--- config.mk ---
export PLATFORM = sky130hd
export DESIGN_NAME = cmd_exec
export DESIGN_NICKNAME = d
export VERILOG_FILES = /design/src/rtl/cmd_exec.sv
export SDC_FILE = /design/constraint.sdc
export NUM_CORES = 1
export LEC_CHECK = 0
export ABC_AREA = 1
export BUFFER_PORTS_ARGS = -buffer_cell sky130_fd_sc_hd__buf_2
export CAP_MARGIN = 40
export CORE_UTILIZATION = 58
export DETAILED_ROUTE_END_ITERATION = 8
export GPL_ROUTABILITY_DRIVEN = 1
export GPL_TIMING_DRIVEN = 0
export PLACE_DENSITY = 0.79
export RECOVER_POWER = 50
export SLEW_MARGIN = 20
export SYNTH_ARGS = -nofsm -noshare
export SYNTH_HDL_FRONTEND = slang
export SYNTH_SLANG_ARGS = --single-unit
export TNS_END_PERCENT = 5
--- constraint.sdc ---
create_clock -name clk -period 3.39 [get_ports clk]
set_input_delay 0.678 -clock clk [delete_from_list [all_inputs] [get_ports clk]]
set_output_delay 0.678 -clock clk [all_outputs]
set_load 0.05 [all_outputs]
--- src/rtl/cmd_exec.sv ---
// Command executor: buffers 32-bit command words in a FIFO and executes them in order.
// Latency: a word accepted at edge k is popped/executed at edge k+1 at the earliest (no empty bypass).
// Backpressure: s_ready drops when DEPTH words are stored; an unaccepted OUT command stalls execution.
// Ports: clk/rst_n (sync, active-low); s_valid/s_ready/s_data command input stream;
//        out_valid/out_ready/out_cmd held OUT command port; bank_val packed bank registers;
//        err pulse, err_cnt saturating count, halted (STOP_ON_ERR=1), clr_err clears error state.
module cmd_exec #(
  parameter int NUM_BANKS   = 4,
  parameter int VAL_W       = 8,
  parameter int OUT_W       = 5,
  parameter int DEPTH       = 4,
  parameter bit STOP_ON_ERR = 1'b0
) (
  input  logic                       clk,
  input  logic                       rst_n,
  input  logic                       s_valid,
  output logic                       s_ready,
  input  logic [31:0]                s_data,
  output logic                       out_valid,
  input  logic                       out_ready,
  output logic [OUT_W-1:0]           out_cmd,
  output logic [NUM_BANKS*VAL_W-1:0] bank_val,
  output logic                       err,
  output logic [7:0]                 err_cnt,
  output logic                       halted,
  input  logic                       clr_err
);

  localparam int AW = $clog2(DEPTH);

  // Reserved-bit masks: any set bit under the mask makes the word malformed.
  localparam logic [31:0] BANK_RSV = {4'h0, 20'(20'hFFFFF << VAL_W), 8'(8'hFF << NUM_BANKS)};
  localparam logic [31:0] OUT_RSV  = {4'h0, 28'(28'hFFFFFFF << OUT_W)};

  typedef enum logic [1:0] {
    IDLE     = 2'd0,
    OUT_WAIT = 2'd1,
    HALT     = 2'd2
  } state_t;

  state_t                       state_q, state_d;
  logic [31:0]                  mem_q [DEPTH];
  logic [31:0]                  mem_d [DEPTH];
  logic [AW-1:0]                wr_ptr_q, wr_ptr_d;
  logic [AW-1:0]                rd_ptr_q, rd_ptr_d;
  logic [AW:0]                  count_q, count_d;
  logic [OUT_W-1:0]             out_cmd_q, out_cmd_d;
  logic [NUM_BANKS*VAL_W-1:0]   bank_val_q, bank_val_d;
  logic                         err_q, err_d;
  logic [7:0]                   err_cnt_q, err_cnt_d;

  logic [31:0] head;
  logic        fifo_empty;
  logic        fifo_full;
  logic        push;
  logic        pop;
  logic        is_bank;
  logic        is_out;
  logic        bad;
  logic [7:0]  err_base;

  assign head       = mem_q[rd_ptr_q];
  assign fifo_empty = (count_q == '0);
  // Fullness uses the registered count only, so a same-cycle pop never frees a slot for a push.
  assign fifo_full  = (count_q == (AW+1)'(DEPTH));
  assign s_ready    = rst_n && !fifo_full;
  assign push       = s_valid && s_ready;

  assign is_bank = (head[31:28] == 4'd0) && ((head & BANK_RSV) == 32'd0);
  assign is_out  = (head[31:28] == 4'd1) && ((head & OUT_RSV) == 32'd0);

  assign out_valid = (state_q == OUT_WAIT);
  assign out_cmd   = out_cmd_q;
  assign bank_val  = bank_val_q;
  assign err       = err_q;
  assign err_cnt   = err_cnt_q;
  assign halted    = (state_q == HALT);

  always_comb begin
    state_d    = state_q;
    mem_d      = mem_q;
    wr_ptr_d   = wr_ptr_q;
    rd_ptr_d   = rd_ptr_q;
    count_d    = count_q;
    out_cmd_d  = out_cmd_q;
    bank_val_d = bank_val_q;
    err_d      = 1'b0;
    pop        = 1'b0;
    bad        = 1'b0;
    err_base   = clr_err ? 8'd0 : err_cnt_q;

    case (state_q)
      IDLE: begin
        pop = !fifo_empty;
      end
      OUT_WAIT: begin
        // Accept and fetch the next word on the same edge for 1/cycle OUT throughput.
        if (out_ready) begin
          state_d = IDLE;
          pop     = !fifo_empty;
        end
      end
      HALT: begin
        if (clr_err) begin
          state_d = IDLE;
        end
      end
      default: begin
        state_d = IDLE;
      end
    endcase

    if (pop) begin
      rd_ptr_d = rd_ptr_q + AW'(1);
      if (is_bank) begin
        for (int i = 0; i < NUM_BANKS; i++) begin
          if (head[i]) begin
            bank_val_d[i*VAL_W +: VAL_W] = head[8 +: VAL_W];
          end
        end
        state_d = IDLE;
      end else if (is_out) begin
        out_cmd_d = head[OUT_W-1:0];
        state_d   = OUT_WAIT;
      end else begin
        bad     = 1'b1;
        err_d   = 1'b1;
        state_d = STOP_ON_ERR ? HALT : IDLE;
      end
    end

    if (push) begin
      mem_d[wr_ptr_q] = s_data;
      wr_ptr_d        = wr_ptr_q + AW'(1);
    end

    case ({push, pop})
      2'b10:   count_d = count_q + (AW+1)'(1);
      2'b01:   count_d = count_q - (AW+1)'(1);
      default: count_d = count_q;
    endcase

    // A clear coinciding with a new error counts that error on top of the cleared value.
    err_cnt_d = err_base;
    if (bad) begin
      err_cnt_d = (err_base == 8'hFF) ? 8'hFF : err_base + 8'd1;
    end
  end

  always_ff @(posedge clk) begin
    if (!rst_n) begin
      state_q    <= IDLE;
      wr_ptr_q   <= '0;
      rd_ptr_q   <= '0;
      count_q    <= '0;
      out_cmd_q  <= '0;
      bank_val_q <= '0;
      err_q      <= 1'b0;
      err_cnt_q  <= 8'd0;
    end else begin
      state_q    <= state_d;
      wr_ptr_q   <= wr_ptr_d;
      rd_ptr_q   <= rd_ptr_d;
      count_q    <= count_d;
      out_cmd_q  <= out_cmd_d;
      bank_val_q <= bank_val_d;
      err_q      <= err_d;
      err_cnt_q  <= err_cnt_d;
    end
  end

  // Storage needs no reset: the pointers/count define which entries are valid.
  always_ff @(posedge clk) begin
    mem_q <= mem_d;
  end

endmodule

# Word level (Yosys, flattened, before mapping)
# Cells that the tools add are included.
# classes
n_reduce_logical	19
bitwise	3
n_addsub	5
eq_ne	10
muxes	21
n_lt_le_gt_ge	3
# op_table
op	n
bitwise mux 128 bit	1
two-way mux 32 bit	3
binary-select mux 32 bit (select 2 bit)	1
demux 32 bit (select 2 bit)	1
logical NOT 32 bit	2
two-way mux 8 bit	3
AND reduction 3 bit	6
adder 8 x 1 -> 8 bit, second input constant	1
equality test 8 bit, second input constant	1
>= comparator 3 bit, second input constant	2
two-way mux 1 bit	6
two-way mux 2 bit	3
inequality test 3 x 1 -> 1 bit, second input constant	2
inverter 2 -> 3 bit	2
one-hot mux 2 bit (3 select lines)	1
one-hot mux 3 bit (2 select lines)	1
logical AND 1 bit	5
adder 2 x 1 -> 2 bit, second input constant	2
equality test 2 x 1 -> 1 bit, second input constant	2
equality test 2 bit, second input constant	2
equality test 4 x 1 -> 1 bit, second input constant	1
logical NOT 4 bit	1
adder 3 x 1 -> 3 bit, second input constant	1
equality test 3 bit, second input constant	1
9 further kinds	10
# totals
wordCells	76
reg_bits	183
in_bits	37

# Depth between registers and ports, before layout
# Gate-level depths: netlist of the first run.
# depth
word_depth	10
mapped_depth	17

# Worst setup path before layout of the first run
# OpenSTA, ideal clock, no wires.
# synth_timing
path_kind	input to register
start	in rst_n
end	reg mem_q[0] (netlist name) (enable)
n_path_buf	0
cell_stages	4
arrival_ns	3.549
required_ns	2.969
slack_ns	-0.580
cell_sequence	clkinv_1 -> a31oi_1 -> nand2_1 -> nor2_1
# synth_via
elab_chain_cells	2
# synth_rtl
item	line	text
start: declaration	15	input logic rst_n,
logical AND 1 bit	66	assign s_ready = rst_n && !fifo_full;
via s_ready	17	output logic s_ready,
logical AND 1 bit	67	assign push = s_valid && s_ready;
end signal: assignment	174	mem_q <= mem_d;
end: declaration	42	logic [31:0] mem_q [DEPTH];
# The timed path passes the listed nets, and every way through them passes these cells.
# A chain may end at the register's enable or synchronous reset.

# Worst setup path after layout of the first run
# layout_timing
start	reg rd_ptr_q[1]
end	reg err_cnt_q[4] (netlist: err_cnt[4])
# layout_via
elab_chain_cells	10
# layout_rtl
item	line	text
start: declaration	45	logic [AW-1:0] rd_ptr_q, rd_ptr_d;
start signal: assignment	163	rd_ptr_q <= rd_ptr_d;
inverter 2 -> 3 bit (not written as such) (*)	62	assign head = mem_q[rd_ptr_q];
binary-select mux 32 bit (select 2 bit) (*)	62	
two-way mux 32 bit (not written as such) (*) (2 in series)	62	
logical NOT 32 bit or equality test 4 x 1 -> 1 bit (tied branches)	70	assign is_out = (head[31:28] == 4'd1) && ((head & OUT_RSV) == 32'd0);
logical AND 1 bit	70	
two-way mux 1 bit	122	end else if (is_out) begin
two-way mux 1 bit (*) (2 in series)	-	
two-way mux 8 bit (*)	145	if (bad) begin
end signal: assignment	168	err_cnt_q <= err_cnt_d;
end: declaration	50	logic [7:0] err_cnt_q, err_cnt_d;
# Every way passes the cells marked *; elsewhere a longest branch is shown, timed or not. The select of a mux whose other input is x is not followed.

==> results.json, run 1 <==
{
  "status": "finished clean",
  "post-route-util": 0.700,
  "crit_type": "flop to flop",
  "synthCells": 798,
  "report.final.hold_viol_count": 0,
  "initial_core_util": 0.605,
  "leakage_nw": 3.36,
  "wire_per_inst_microns": 16.1,
  "crit_path_max_fanout": 10,
  "synth-edff-count": 128,
  "syn_nets": 842,
  "vias": 5961,
  "finalSetupViolations": 0,
  "numCtsBuffers": 17,
  "antenna_found_initial": 0,
  "die-area_sq_mm": 0.0138,
  "drtAntennaViolNets": 0,
  "htree_levels": 4,
  "dr.pass1.iters": 5,
  "async_reset_ff_frac": 0,
  "cts_hold_buf": 0,
  "area_growth_pct": 15.7,
  "regArea_sq_mm": 0.00492,
  "ioPinCount": 86,
  "yosys.cell_types.count": 30,
  "dieHeight_microns": 118,
  "grt_start_max_net_pins": 23,
  "seqPwrFrac": 0.396,
  "period_minus_slack_ns": 2.79,
  "drt_iter0_markers": 438,
  "io_buffers": 83,
  "start_kind": "flop",
  "rsz0062_at_grt": "no",
  "num_antenna_cells": 0,
  "cts_num_sinks": 182,
  "p_sw_frac": 0.366,
  "synth_ff_type": "edfxtp_1",
  "finalWorstSetupSlack_ns": 0.595,
  "p_per_area_mw_per_mm2": 734,
  "maxSlewHeadroom": 0.596,
  "synth_seq_area_share": 0.635,
  "place_congestion": 0.841,
  "place_ws_ns": 0.609,
  "tightestPinTransition_ns": 0.609,
  "clk_latency_ns": 0.43,
  "dieWidth_microns": 118,
  "dp_hpwl_microns": 12400,
  "hold_class": "flop to flop",
  "total_power_mw": 6.59,
  "cts_resized": 0,
  "power.internal_mw": 4.18,
  "row_count": 41,
  "grt-ovfl-total": 0,
  "core_sq_mm": 0.0128,
  "wl_microns": 17500,
  "cts_tree": "yes",
  "drc": 0,
  "yosys.area.top_type": "edfxtp_1",
  "end_kind": "flop",
  "peakVddDrop_mv": 0.418,
  "clk_pin_slew_worst_paths_ns": 0.06,
  "power_frac_clock": 0.285,
  "fin_nets": 948,
  "multi_input_area_sq_mm": 0.00241,
  "synth_common_cells": "nand2_1 (201), edfxtp_1 (128), nor2_1 (113)",
  "synth-seq-cells": 182,
  "netlist_area_sq_mm": 0.00776,
  "postCtsSetupBuffers": 0,
  "drt-vias-per-instance": 5.47,
  "finalClockSkew_ns": 0.00677,
  "crit_required_ns": 3.71,
  "cap_violations": 0,
  "synth.area.top_cells": "edfxtp_1 (50%), dfxtp_1 (14%), nand2_1 (9.7%)",
  "ys.warnings.count": 0,
  "fin_crit_sh": 0.824,
  "drive_gt1_frac": 0.0840,
  "p_switching_mw": 2.41,
  "grt_pass1_wl_microns": 28000,
  "fill_cells": 1011,
  "final_max_slew_viol_count": 0,
  "grt_usage": 0.264,
  "synth_area_per_cell_sq_um": 9.72,
  "root_buffer": "clkbuf_16",
  "crit_arrival_ns": 3.12,
  "clockBufferDepth": 2,
  "grt_pass1_vias": 5631,
  "power_frac_comb": 0.319,
  "synth.most_common_cell": "nand2_1",
  "fmax_ghz": 0.358,
  "synth_top_area_frac": 0.496
}
path summary, 6_finish.rpt:
| kind | start | endpoint | slack (ns) | depth (start not counted) |
|---|---|---|---|---|
| setup / recovery | rd_ptr_q[1] | err_cnt[4] | 0.60 | 13 |
| hold / removal | bank_val[17] | bank_val[17] | 0.47 | 2 |
| setup reg to reg | rd_ptr_q[1] | err_cnt[4] | 0.60 | 13 |
| hold reg to reg | bank_val[17] | bank_val[17] | 0.47 | 2 |
logic make-up after synthesis:
family | synth area share
AND/OR/NAND/NOR | 0.245
other | 0.000483
AO/OA/AOI/OAI | 0.0489
buffers and inverters | 0.0586
adder cells (fa/ha/maj) | 0.0123
flip-flops | 0.635
cells in the final DEF (no fill, tap or decap), types with 6 or more instances in the layout:
cell type  Yosys  routed
nand2_1      201     201
edfxtp_1     128     128
nor2_1       113     109
clkbuf_1       6      89
inv_1         65      65
nand3_1       64      64
dfxtp_1       54      54
a21oi_1       48      48
nand4_1       38      38
clkbuf_16      0      17
o21ai_0       14      14
buf_2          9      11
nor2_4         4       8
buf_4          8       8
nor3_1         6       6
buf_6          6       6
ha_1           6       6
power groups by stage:
stage	clock network [mW]	logic, mW	registers [mW]
5_1_grt	1.99	2.31	2.63
4_1_cts	1.89	2.10	2.61
3_3_place_gp	0	2.02	2.66
3_5_place_dp	0	2.08	2.66
2_1_floorplan	0	1.32	2.82
6_report	1.88	2.10	2.61
registers in the layout (all words and copies together) (netlist names):
| name | count |
|---|---|
| count_q | 3 |
| out_cmd | 5 |
| mem_q | 128 |
| wr_ptr_q | 2 |
| err_cnt | 8 |
| state_q | 1 |
| err | 1 |
| rd_ptr_q | 2 |
| bank_val | 32 |
cell type report:
type,instances,share of cell area
multi-input combinational,518,0.268
inverter,69,0.0289
sequential,182,0.549
clock buffer,19,0.0482
tap,172,0.0240
buffer,29,0.0216
clock inverter,13,0.0148
timing repair buffer,87,0.0457
metal layers:
metal  track usage  vias to the layer above  share of wire
met5             0                        -              0
li1              -                     2915              -
met4         0.131                        0          0.030
met2         0.428                      266           0.47
met1         0.339                     2733           0.43
met3        0.0499                       47          0.067
critical path: stages (launching register included):
cell	delay [ns]
dfxtp_1	0.38
inv_2	0.09
buf_2	0.25
clkbuf_1	0.50
nand3_1	0.42
nand2_1	0.20
nand2_1	0.08
nor3_2	0.13
nand3_2	0.17
nand2_2	0.16
buf_6	0.15
nand2_1	0.05
nand2_1	0.05
nor2_1	0.04
metrics by stage:
| step | instances | hold WS, ns | instance area [sq um] | TNS (ns) |
|---|---|---|---|---|
| after detailed placement | 1057 | 0.454 | 8510 | 0 |
| after global routing | 1089 | 0.482 | 8980 | 0 |
| final | 1089 | 0.466 | 8980 | 0 |
| after floorplan | 798 | 0.453 | 7770 | -17.69 |
| after CTS | 1089 | 0.450 | 9080 | 0 |
| after global placement | 1053 | 0.450 | 8400 | -4.57 |
No activity file was read; power rests on OpenSTA's default activity.
==> run 2: changes to the inputs <==
Settings changed: ABC_AREA 1 to 0, CORE_UTILIZATION 58 to 57.
Clock period 3.39 ns to 2.8 ns, I/O delays scaled along.
==> run 2 against run 1 <==
The flow now finishes with violations (design-rule violations). Clock-buffer cell count is the same. Highest routed layer unchanged. Register-to-register slack got worse by 0.56 ns. Sequential share of layout area is 7.3 points higher.
==> results.json, run 2 <==
{
  "status": "complete, but fails checks",
  "failed_checks": "design-rule violations",
  "report.final.hold_viol_count": 0,
  "yosys.cell_types.count": 52,
  "synth.most_common_cell": "edfxtp_1",
  "end_kind": "flop",
  "io_buffers": 83,
  "ioPinCount": 86,
  "min_from": "s_data[8]",
  "leakage_nw": 2.55,
  "fmax_ghz": 0.362,
  "wire_per_inst_microns": 18.4,
  "htree_levels": 4,
  "power_frac_comb": 0.193,
  "grt-ovfl-total": 0,
  "grt_start_max_net_pins": 33,
  "crit_arrival_ns": 3.05,
  "rr_worst_depth": 9,
  "finalSetupViolations": 0,
  "finalClockSkew_ns": 0.0148,
  "crit_type": "flop to flop",
  "grt_usage": 0.215,
  "die-area_sq_mm": 0.0123,
  "root_buffer": "clkbuf_16",
  "place_congestion": 0.878,
  "crit_path_max_fanout": 10,
  "grt_pass1_wl_microns": 19400,
  "initial_core_util": 0.589,
  "cts_hold_buf": 0,
  "clk_pin_slew_worst_paths_ns": 0.06,
  "dieHeight_microns": 111,
  "synth_seq_area_share": 0.726,
  "async_reset_ff_frac": 0,
  "drive_gt1_frac": 0.147,
  "final_max_slew_viol_count": 0,
  "power.internal_mw": 4.71,
  "finalWorstSetupSlack_ns": 0.0375,
  "ys.warnings.count": 0,
  "largest_reg_flops": 128,
  "critPathLaunch": "rd_ptr_q[0]",
  "rrSetupSlack_ns": 0.04,
  "p_switching_mw": 1.80,
  "yosys.area.top_type": "edfxtp_1",
  "p_sw_frac": 0.276,
  "rsz0062_at_grt": "yes",
  "dieWidth_microns": 111,
  "multi_input_area_sq_mm": 0.00177,
  "synth_top_area_frac": 0.567,
  "drt_iter0_markers": 321,
  "drtAntennaViolNets": 0,
  "clockBufferDepth": 2,
  "wl_microns": 12600,
  "synth_common_cells": "edfxtp_1 (128), dfxtp_1 (54), nor2_1 (50)",
  "drt-vias-per-instance": 5.65,
  "netlist_area_sq_mm": 0.00678,
  "start_kind": "flop",
  "row_count": 39,
  "power_frac_clock": 0.333,
  "fill_cells": 805,
  "numCtsBuffers": 17,
  "area_growth_pct": 16.7,
  "crit_required_ns": 3.09,
  "cts_tree": "yes",
  "fin_crit_sh": 0.987,
  "synth_ff_type": "edfxtp_1",
  "grt_pass1_vias": 3726,
  "maxSlewHeadroom": 0.465,
  "clk_latency_ns": 0.42,
  "hold_class": "input pin to flop",
  "top_register": "mem_q",
  "tightestPinTransition_ns": 0.803,
  "num_antenna_cells": 0,
  "regArea_sq_mm": 0.00492,
  "synth_area_per_cell_sq_um": 15.9,
  "synth-edff-count": 128,
  "hold_depth": 1,
  "fin_nets": 577,
  "synth-seq-cells": 182,
  "core_sq_mm": 0.0115,
  "cts_num_sinks": 182,
  "drc": 26,
  "p_per_area_mw_per_mm2": 821,
  "dr.pass1.iters": 7,
  "vias": 3886,
  "min_to": "mem_q[8]",
  "syn_nets": 471,
  "antenna_found_initial": 0,
  "r2r_start": "rd_ptr_q[0]",
  "synth.area.top_cells": "edfxtp_1 (57%), dfxtp_1 (16%), mux2i_1 (5.6%)",
  "peakVddDrop_mv": 0.857,
  "period_minus_slack_ns": 2.76,
  "fin_setup_tns_ns": 0,
  "dp_hpwl_microns": 8160,
  "mostFrequentLayoutCells": "edfxtp_1 (128), clkbuf_1 (84), dfxtp_1 (54)",
  "seqPwrFrac": 0.474,
  "final_common_cell": "edfxtp_1",
  "synthCells": 427,
  "timing.rr.end": "err_cnt[6]",
  "cap_violations": 0,
  "place_ws_ns": -0.104
}
[run 2: cell count changes in the layout (fill, tap and decap cells not counted), moves of 45 or more]
| cell | change |
|---|---|
| a21oi_1 | -45 |
| inv_1 | -52 |
| nand2_1 | -189 |
| nand3_1 | -53 |
| nor2_1 | -59 |
[run 2: repair_timing]
item	CTS	global route
gates resized for setup	2	8
endpoints found under the setup margin	32	32
pin swaps	2	2
buffers inserted	1	3
[run 2: power by group through the flow]
stage	clock, mW	sequential, mW	combinational (mW)
5_1_grt	2.31	3.09	1.35
2_1_floorplan	0	3.18	0.873
4_1_cts	2.20	3.08	1.25
3_5_place_dp	0	3.14	1.23
3_3_place_gp	0	3.13	1.20
6_report	2.17	3.08	1.25
[run 2: area by class of cell]
cell class,count,area share
flip-flops and latches,182,0.622
multi-input cells,217,0.223
clock buffers,19,0.0547
repair buffers,87,0.0455
well taps,143,0.0226
clock inverters,12,0.0133
plain buffers,14,0.0120
inverters,14,0.00664
[run 2: critical path, cell delays in order (launching register included)]
cell and delay, ns:
dfxtp_1 0.33, buf_6 0.16, buf_8 0.16, mux4_2 0.61
or4_1 0.50, o21ai_1 0.15, nand2_1 0.15, o211ai_1 0.27
mux2i_1 0.25, nor2_1 0.06
[run 2: logic make-up (layout without fill, tap and decap cells)]
kind of cell | Yosys count | after routing | share of synthesized area
AND/OR/NAND/NOR | 125 | 125 | 0.0991
flip-flops | 182 | 182 | 0.726
multiplexers | 53 | 53 | 0.106
other | 1 | 1 | 0.000553
buffers and inverters | 28 | 146 | 0.0207
adder cells (fa/ha/maj) | 7 | 7 | 0.0140
XOR/XNOR | 5 | 5 | 0.00646
AO/OA/AOI/OAI | 26 | 26 | 0.0273
[run 2: per-layer routing]
layer	global-route usage	up-vias	wire length, microns
met1	0.264	1920	5310
met4	0.0856	0	197
li1	-	1816	-
met5	0	-	0
met2	0.355	133	6270
met3	0.0683	17	842
[run 2: worst max path at each step]
stage | end | slack [ns] | cells past startpoint
floorplan | count_q[2] | 0.12 | 11
global placement | bank_val[23] | -0.01 | 8
detailed placement | bank_val[19] | -0.10 | 8
CTS | bank_val[9] | 0.04 | 9
global route | err_cnt[6] | -0.07 | 9
finish | err_cnt[6] | 0.04 | 9
[run 2: metrics by stage]
step / hold slack, ns / util / power [mW] / area, sq um / instances
2_1_floorplan: 0.481 / - / 4.05 / 6800 / 427
3_3_place_gp: 0.466 / 0.642 / 4.33 / 7400 / 653
3_5_place_dp: 0.478 / 0.642 / 4.37 / 7400 / 653
4_1_cts: 0.330 / 0.692 / 6.53 / 7970 / 685
5_1_grt: 0.384 / 0.688 / 6.75 / 7920 / 688
6_report: 0.395 / 0.688 / 6.50 / 7920 / 688
